--- src/rtl/inv_quan_pkg.sv ---
// Shared definitions for the inverse quantiser stream block.
// Contents:
//   DEFAULT_TBL   - reconstruction levels for the 4-bit code / 16-bit level configuration
//   default_level - reset value for table entry i at any CODE_W/OUT_W; configurations
//                   other than 4/16 fall back to a linear ramp (i << (OUT_W-CODE_W))
package inv_quan_pkg;

  localparam int DEF_CODE_W = 4;
  localparam int DEF_OUT_W  = 16;

  localparam logic [15:0] DEFAULT_TBL [16] = '{
    16'h0000, 16'h3AF9, 16'h51A8, 16'h6069, 16'h6BD7, 16'h74F2, 16'h7B04, 16'h7E7F,
    16'h7FF7, 16'h8179, 16'h851C, 16'h8B7B, 16'h9511, 16'hA195, 16'hB2CE, 16'hC7CA
  };

  // Returns a 64-bit value; callers truncate it to OUT_W.
  function automatic logic [63:0] default_level(input int i, input int code_w, input int out_w);
    logic [3:0] idx;
    idx = i[3:0];
    if (code_w == DEF_CODE_W && out_w == DEF_OUT_W)
      return {48'd0, DEFAULT_TBL[idx]};
    return 64'(i) << (out_w - code_w);
  endfunction

endpackage

--- src/rtl/inv_quan_tbl.sv ---
// One channel's reconstruction level table: 2**CODE_W entries of OUT_W bits.
// Ports:
//   clk, reset      - clock, synchronous active-high reset (reloads the defaults)
//   i_we            - write strobe; the entry changes at this rising edge
//   i_waddr/i_wdata - write entry and data
//   i_raddr         - asynchronous read address
//   o_rdata         - read data; shows the pre-write value during a write cycle
module inv_quan_tbl
  import inv_quan_pkg::*;
#(
  parameter int CODE_W = 4,
  parameter int OUT_W  = 16
) (
  input  logic              clk,
  input  logic              reset,
  input  logic              i_we,
  input  logic [CODE_W-1:0] i_waddr,
  input  logic [OUT_W-1:0]  i_wdata,
  input  logic [CODE_W-1:0] i_raddr,
  output logic [OUT_W-1:0]  o_rdata
);

  localparam int DEPTH = 2 ** CODE_W;

  logic [OUT_W-1:0] r_mem [DEPTH];

  always_ff @(posedge clk) begin
    if (reset) begin
      for (int i = 0; i < DEPTH; i++)
        r_mem[i] <= OUT_W'(default_level(i, CODE_W, OUT_W));
    end else if (i_we) begin
      r_mem[i_waddr] <= i_wdata;
    end
  end

  assign o_rdata = r_mem[i_raddr];

endmodule

--- src/rtl/inv_quan_stream.sv ---
// Pipelined, multi-channel inverse quantiser with a valid/ready stream interface.
// Maps each CODE_W-bit code to an OUT_W-bit level taken from a per-channel table.
// Ports:
//   clk, reset                    - clock, synchronous active-high reset
//   in_valid/in_ready             - input handshake
//   in_code/in_ch/in_signed       - code, channel, two's-complement output select
//   out_valid/out_ready           - output handshake
//   out_level/out_ch              - reconstruction level and its channel
//   tbl_we/tbl_ch/tbl_addr/tbl_wdata - runtime table write port
//   illegal_ch                    - sticky flag: an out-of-range channel was seen
// Pipeline: S1 holds the accepted beat, the table lookup happens on the S1->S2
// transfer, and S2 drives the outputs. Latency is 2 cycles, throughput 1 beat/cycle.
module inv_quan_stream
  import inv_quan_pkg::*;
#(
  parameter int CODE_W = 4,
  parameter int OUT_W  = 16,
  parameter int NUM_CH = 2,
  parameter int CH_W   = (NUM_CH > 1) ? $clog2(NUM_CH) : 1
) (
  input  logic              clk,
  input  logic              reset,
  input  logic              in_valid,
  output logic              in_ready,
  input  logic [CODE_W-1:0] in_code,
  input  logic [CH_W-1:0]   in_ch,
  input  logic              in_signed,
  output logic              out_valid,
  input  logic              out_ready,
  output logic [OUT_W-1:0]  out_level,
  output logic [CH_W-1:0]   out_ch,
  input  logic              tbl_we,
  input  logic [CH_W-1:0]   tbl_ch,
  input  logic [CODE_W-1:0] tbl_addr,
  input  logic [OUT_W-1:0]  tbl_wdata,
  output logic              illegal_ch
);

  // One extra bit so NUM_CH == 2**CH_W is representable in the range compare.
  localparam logic [CH_W:0] NUM_CH_X = (CH_W + 1)'(NUM_CH);

  logic              r_s1_valid;
  logic [CODE_W-1:0] r_s1_code;
  logic [CH_W-1:0]   r_s1_ch;
  logic              r_s1_signed;
  logic              r_s2_valid;
  logic [OUT_W-1:0]  r_s2_level;
  logic [CH_W-1:0]   r_s2_ch;
  logic              r_illegal;

  logic              w_s1_adv;
  logic              w_s2_adv;
  logic              w_in_ill;
  logic              w_tbl_ill;
  logic              w_s1_ill;
  logic [OUT_W-1:0]  w_rd [NUM_CH];
  logic [OUT_W-1:0]  w_level;
  logic [OUT_W-1:0]  w_s2_level_d;

  assign w_s2_adv = ~r_s2_valid | out_ready;
  assign w_s1_adv = ~r_s1_valid | w_s2_adv;
  assign in_ready = w_s1_adv;

  assign w_in_ill  = {1'b0, in_ch}   >= NUM_CH_X;
  assign w_tbl_ill = {1'b0, tbl_ch}  >= NUM_CH_X;
  assign w_s1_ill  = {1'b0, r_s1_ch} >= NUM_CH_X;

  // Out-of-range channels match no table and therefore never get written.
  for (genvar g = 0; g < NUM_CH; g++) begin : g_tbl
    logic w_we;
    assign w_we = tbl_we & (tbl_ch == CH_W'(g));

    inv_quan_tbl #(
      .CODE_W (CODE_W),
      .OUT_W  (OUT_W)
    ) u_tbl (
      .clk     (clk),
      .reset   (reset),
      .i_we    (w_we),
      .i_waddr (tbl_addr),
      .i_wdata (tbl_wdata),
      .i_raddr (r_s1_code),
      .o_rdata (w_rd[g])
    );
  end

  always_comb begin
    w_level = '0;
    for (int c = 0; c < NUM_CH; c++) begin
      if (r_s1_ch == CH_W'(c))
        w_level = w_rd[c];
    end
  end

  // An illegal channel yields exactly zero; the sign inversion applies to real levels only.
  assign w_s2_level_d = w_s1_ill ? '0 : (w_level ^ {r_s1_signed, {(OUT_W-1){1'b0}}});

  always_ff @(posedge clk) begin
    if (reset) begin
      r_s1_valid  <= 1'b0;
      r_s1_code   <= '0;
      r_s1_ch     <= '0;
      r_s1_signed <= 1'b0;
      r_s2_valid  <= 1'b0;
      r_s2_level  <= '0;
      r_s2_ch     <= '0;
      r_illegal   <= 1'b0;
    end else begin
      if (w_s1_adv) begin
        r_s1_valid <= in_valid;
        if (in_valid) begin
          r_s1_code   <= in_code;
          r_s1_ch     <= in_ch;
          r_s1_signed <= in_signed;
        end
      end
      // S2 data only moves when a new beat arrives, so it holds while stalled.
      if (w_s2_adv) begin
        r_s2_valid <= r_s1_valid;
        if (r_s1_valid) begin
          r_s2_level <= w_s2_level_d;
          r_s2_ch    <= r_s1_ch;
        end
      end
      if ((in_valid & w_s1_adv & w_in_ill) | (tbl_we & w_tbl_ill))
        r_illegal <= 1'b1;
    end
  end

  assign out_valid  = r_s2_valid;
  assign out_level  = r_s2_level;
  assign out_ch     = r_s2_ch;
  assign illegal_ch = r_illegal;

endmodule

--- config.mk ---
export PLATFORM = sky130hd
export DESIGN_NAME = inv_quan_stream
export DESIGN_NICKNAME = d
export VERILOG_FILES = /design/src/rtl/inv_quan_pkg.sv /design/src/rtl/inv_quan_tbl.sv /design/src/rtl/inv_quan_stream.sv
export SDC_FILE = /design/constraint.sdc
export NUM_CORES = 1
export LEC_CHECK = 0
export ABC_AREA = 0
export BUFFER_PORTS_ARGS = -buffer_cell sky130_fd_sc_hd__buf_4
export CORE_MARGIN = 2
export CORE_UTILIZATION = 60
export DETAILED_ROUTE_END_ITERATION = 6
export PLACE_DENSITY = 0.77
export SLEW_MARGIN = 20
export SYNTH_ARGS = -nofsm -noshare
export SYNTH_HDL_FRONTEND = slang
export SYNTH_HIERARCHICAL = 1
export SYNTH_SLANG_ARGS = --single-unit
--- constraint.sdc ---
create_clock -name clk -period 8.02 [get_ports clk]
set_clock_uncertainty 0.1 [all_clocks]
set_input_delay 2.005 -clock clk [delete_from_list [all_inputs] [get_ports clk]]
set_output_delay 2.005 -clock clk [all_outputs]
set_load 0.03 [all_outputs]
After elaboration in Yosys (flattened, before gate mapping)
Memory sizes are Yosys's and may differ from the RTL's. A register that Yosys moved wholly into a read port is not among the register bits.
Cells that the tools add are included.
- register bits: 25
- logic and storage cells: 72
- memories: 2
- bits in writable memories: 512
- input bits: 32
- output and inout bits: 20
- memory list (memory ; depth ; width ; read ports ; clocked after memory_dff ; wr ports ; RTL line ; RTL):
    g_tbl[0].u_tbl.r_mem ; 16 ; 16 ; 1 ; 1 ; 16 ; inv_quan_tbl.sv:25 ; logic [OUT_W-1:0] r_mem [DEPTH];
    g_tbl[1].u_tbl.r_mem ; 16 ; 16 ; 1 ; 1 ; 16 ; inv_quan_tbl.sv:25 ;
- bitwise operators: 8
- reduce and logical (&&, ||, !) cells: 4
- mux-type cells: 51
- operators by type and width (kind ; count):
    16-bit two-way mux ; 20
    14-bit two-way mux ; 6
    15-bit two-way mux ; 5
    16-bit OR reduction ; 2
    13-bit two-way mux ; 2
    4-bit two-way mux ; 6
    16-bit bitwise XOR ; 1
    12-bit two-way mux ; 1
    1-bit two-way mux ; 11
    2-bit AND reduction ; 2
    1-bit NOT ; 3
    1-bit bitwise AND ; 2
    1-bit OR ; 2

Logic depth before layout (Yosys ltp)
- word-level depth: 7
- gate-level depth with buffers: 8
- mapped depth without buffers: 6

Modules after synthesis
Netlist, hierarchy kept.
- by module, submodules not included (module ; times used ; cells an instance ; area an instance (um^2) ; seq. area each (um^2)):
    inv_quan_tbl at g_tbl[1].u_tbl ; 1 ; 743 ; 11589.9 ; 7687.4
    inv_quan_tbl at g_tbl[0].u_tbl ; 1 ; 743 ; 11582.4 ; 7687.4
    inv_quan_stream ; 1 ; 120 ; 1196.1 ; 500.5

Worst setup path after synthesis
OpenSTA, ideal clock, no wires.
- path kind: input to output
- from: input out_ready
- to: output in_ready
- data required time: 5915 ps
- path slack: 3450 ps
- arrival time: 2465 ps
- buffers on the path: 1
- cell stages on the path: 3
- cells stage by stage: and3b_1 > buf_2 > inv_2
- word-level cells in the longest chain between the ends: 2
- ends and longest elaborated chain (what ; RTL line ; RTL):
    from (decl) ; inv_quan_stream.sv:29 ; input logic out_ready,
    1-bit OR ; inv_quan_stream.sv:60 ; assign w_s2_adv = ~r_s2_valid | out_ready;
    1-bit OR ; inv_quan_stream.sv:61 ; assign w_s1_adv = ~r_s1_valid | w_s2_adv;
    to (decl) ; inv_quan_stream.sv:24 ; output logic in_ready,
No other way between the ends.

Final worst setup path
Ends and elaborated chain as after synthesis.

==> impl_results.md <==
- Outcome: finished clean
- Pwr/cell area: approximately 240 mW/mm2
- Final global-route overflow total: 0
- Via density: 6.60
- Placed cells: about 2000
- Die area: approximately 0.042 mm2
- DRC Markers: 0
- Area Overhead vs Synth: 9.44%
- Core Footprint: approximately 0.040 mm2
- Post-synth cell types: 44
- Setup WS post-layout: between 3000 and 4000 ps
- Leak Pwr: 8.61 nW
- Antenna-violating nets left: 0
- Synth Area in Compound Gates: approximately 3.3%
- Routed WL: ~60000 um
- Vias in the first global route: about 14000
- Pwr Total: approximately 6.4 mW
- Final hold viol count: 0
- Longest Clk Path Bufs: 3
- # clock sinks: around 540
- Worst path max stage delay: between 300 and 400 ps
- Worst Tran Pin Value: between 1000 and 1500 ps
- FMAX: around 0.21 GHz
- Cell Rows: 73
- Worst path buffer plus inverter count: 3
- Clock Latency Late Sink: 590 ps
- Synth Flop Type: edfxtp_1
- Maximum number of pins on one net before global-route repair: approximately 100
- Starting Density: 61.1%
- TritonCTS clock tree: yes
- First-pass GRT wire length: about 89000 um
- Mean post-synth cell area: around 15 um2
- CP max FO: 8
- Kind of critical path: in -> out
- Multiplexer share of the synthesized area: approximately an eighth
- Top delay family on crit path: buffers and inverters
- DR WL/cell: between 20 and 30 um
- Top routing layer in use: met5
- Nets: about 1600
- Die Width: ~210 um
- Routability cong.: around 0.87
- Synth Warn #: 6
- WP data required: 5920 ps
- Fraction of registers with async set/reset: 0%
- N_diodes: 0
- Layout cells sized above 1: 21.9%
- Utilization after layout: approximately two thirds
- I/O pins: 52
- HP Class: reg -> reg
- H-tree depth: 2
- Clk root buf: clkbuf_16
- CP max-delay cell: and3b_1
- Final Cycle Share: between 60% and 70%
- Finished Layout Cells: between 2000 and 2500
- RSZ-0062 raised after global routing: false
- DIE HEIGHT: roughly 210 um
- CTS buffer count: 53
- Initial antenna violation count: 2
- Syn nets: between 1500 and 2000
- Capturing element type of the critical path: output port
- Final HPWL DP: ~36000 um
- Fraction of synthesized cell area in xor and xnor cells: less than 1%
- Register bit total from synthesis: about 540
- Post-CTS Setup Bufs: 0
- Worst setup SP type: primary input
- Final setup fails: 0
- Syn Inst Count: ~1600
- Adder-Cell Fraction of Synth Area: 0%
- I/O Buffers: 50
- Setup_tns: 0 ps
- Met2 WL post-DR: 29100 um
- Maxcap violations: 0
- Slew Limit Fails: 0
- Post-route minimum period: a little under 5000 ps
- Worst slew margin: between 20% and 30%
- Worst EP arrival: 2740 ps
- DR vias: around 14000
- Post-Synth Simple-Gate Area: between 10% and 20%
- Total track usage: between 20% and 30%
- Register area share after synthesis: between 60% and 70%
- Pre-CTS WS: about 2900 ps
- Number of synthesized flops with an enable pin: 512
- Critical-path cell list: buf_4 > and3b_1 > inv_2 > buf_4
- Reg clk slew, reported paths: around 60 ps
- Largest family of logic cells by synthesized area: simple AND/OR/NAND/NOR gates
- Pre-Repair DR Iteration Count: 6
- Resize count post-CTS: 0
- CTS Hold Bufs: 0
- Post-Synthesis Cell Area: around 0.024 mm2
- Wire length on met1: 22200 um
- Routed wl met3: ~6400 um
- Crit path top cell by count: buf_4
- VDD IR-drop max: 141 uV
- Initial drt markers: approximately 1900
## cell usage in the layout (no fill, tap or decap), drive strengths merged, types with 4 or more instances in the layout
| master | count |
|---|---|
| a211oi | 15 |
| a21oi | 24 |
| a22oi | 64 |
| and2 | 224 |
| buf | 68 |
| bufinv | 11 |
| clkbuf | 63 |
| clkinv | 15 |
| dfxtp | 25 |
| edfxtp | 512 |
| inv | 8 |
| mux2i | 16 |
| mux4 | 128 |
| nand2 | 66 |
| nand2b | 44 |
| nand3 | 7 |
| nand4bb | 4 |
| nor2 | 40 |
| nor2b | 5 |
| nor3 | 18 |
| nor4 | 6 |
| o21ai | 6 |
| or2 | 56 |
| or3 | 172 |
## synth_stat cells, types with 4 or more instances
master	count	area share (%)
mux4_2	128	12
nand2_1	66	1.0
buf_1	4	0.062
nor4_1	6	0.15
o21ai_0	6	0.12
a22oi_1	64	2.0
inv_1	6	0.092
buf_6	11	0.51
dfxtp_1	25	2.1
nor2_1	40	0.62
or2_2	52	1.3
nor3_1	13	0.27
and2_1	223	5.7
mux2i_1	16	0.66
clkbuf_1	102	1.6
a211oi_2	9	0.46
nand3_1	7	0.14
edfxtp_1	512	63
nand2b_1	43	1.1
buf_4	6	0.18
a21oi_1	24	0.49
nand4bb_1	4	0.18
nor2b_1	5	0.13
buf_2	32	0.66
or3_1	167	4.3
or2_1	4	0.10
a211oi_1	6	0.18
## worst reg2reg max path, stage by stage (launching register included)
cell and delay, ps:
dfxtp_4 980, buf_4 930, mux4_2 530, a22oi_1 430, nand2_1 190, mux2i_1 350
a211oi_2 120
## cell families (layout without fill, tap and decap cells)
| kind of cell | after synthesis | after routing |
|---|---|---|
| xor gates and xnor gates | 1 | 1 |
| other | 1 | 1 |
| muxes | 144 | 144 |
| buffers and inverters | 162 | 167 |
| AOI/OAI and AO/OA | 111 | 111 |
| DFF | 537 | 537 |
| and+or+nand+nor | 650 | 650 |
## area by class of cell
cell class	instances	area, um2
clock inverters	29	419
well taps	525	657
multi-input cells	907	7750
fillers	2563	13200
inverters	7	26.3
repair buffers	68	523
clock buffers	63	1410
flip-flops and latches	537	15900
## metal layers
metal / global-route usage, % / vias up
li1: - / 6009
met1: 40.7 / 7186
met2: 46.7 / 772
met3: 5.94 / 122
met4: 9.74 / 4
met5: 0 / -
## sequential cells by signal, indices dropped and copies added (netlist names)
name               cells
out_level             16
out_ch                 1
r_s1_code              4
r_s1_valid             1
r_s1_ch                1
r_s1_signed            1
g_tbl.u_tbl/r_mem    512
out_valid              1
## where the power goes
part | leakage, nW | switching (mW) | internal (mW)
Combinational | 2.50 | 0.319 | 0.182
Clock | 0.887 | 1.03 | 1.59
Sequential | 5.22 | 0.0716 | 3.22
## stage by stage
| stage | area (um2) | hold WS [ps] |
|---|---|---|
| final | 26700 | 400 |
| after floorplan | 24400 | 360 |
| after global placement | 24800 | 378 |
| after detailed placement | 24800 | 383 |
| after global routing | 26700 | 406 |
| after CTS | 26700 | 396 |
## final timing paths
kind | startpoint | to | slack (ps) | cells past startpoint
setup reg to reg | r_s1_code[1] | out_level[0] | 4250 | 6
hold reg to reg | out_level[15] | out_level[15] | 400 | 2
setup / recovery | out_ready | in_ready | 3170 | 4
hold / removal | out_level[15] | out_level[15] | 400 | 2
Note: power is estimated with default switching activity, not from simulation.
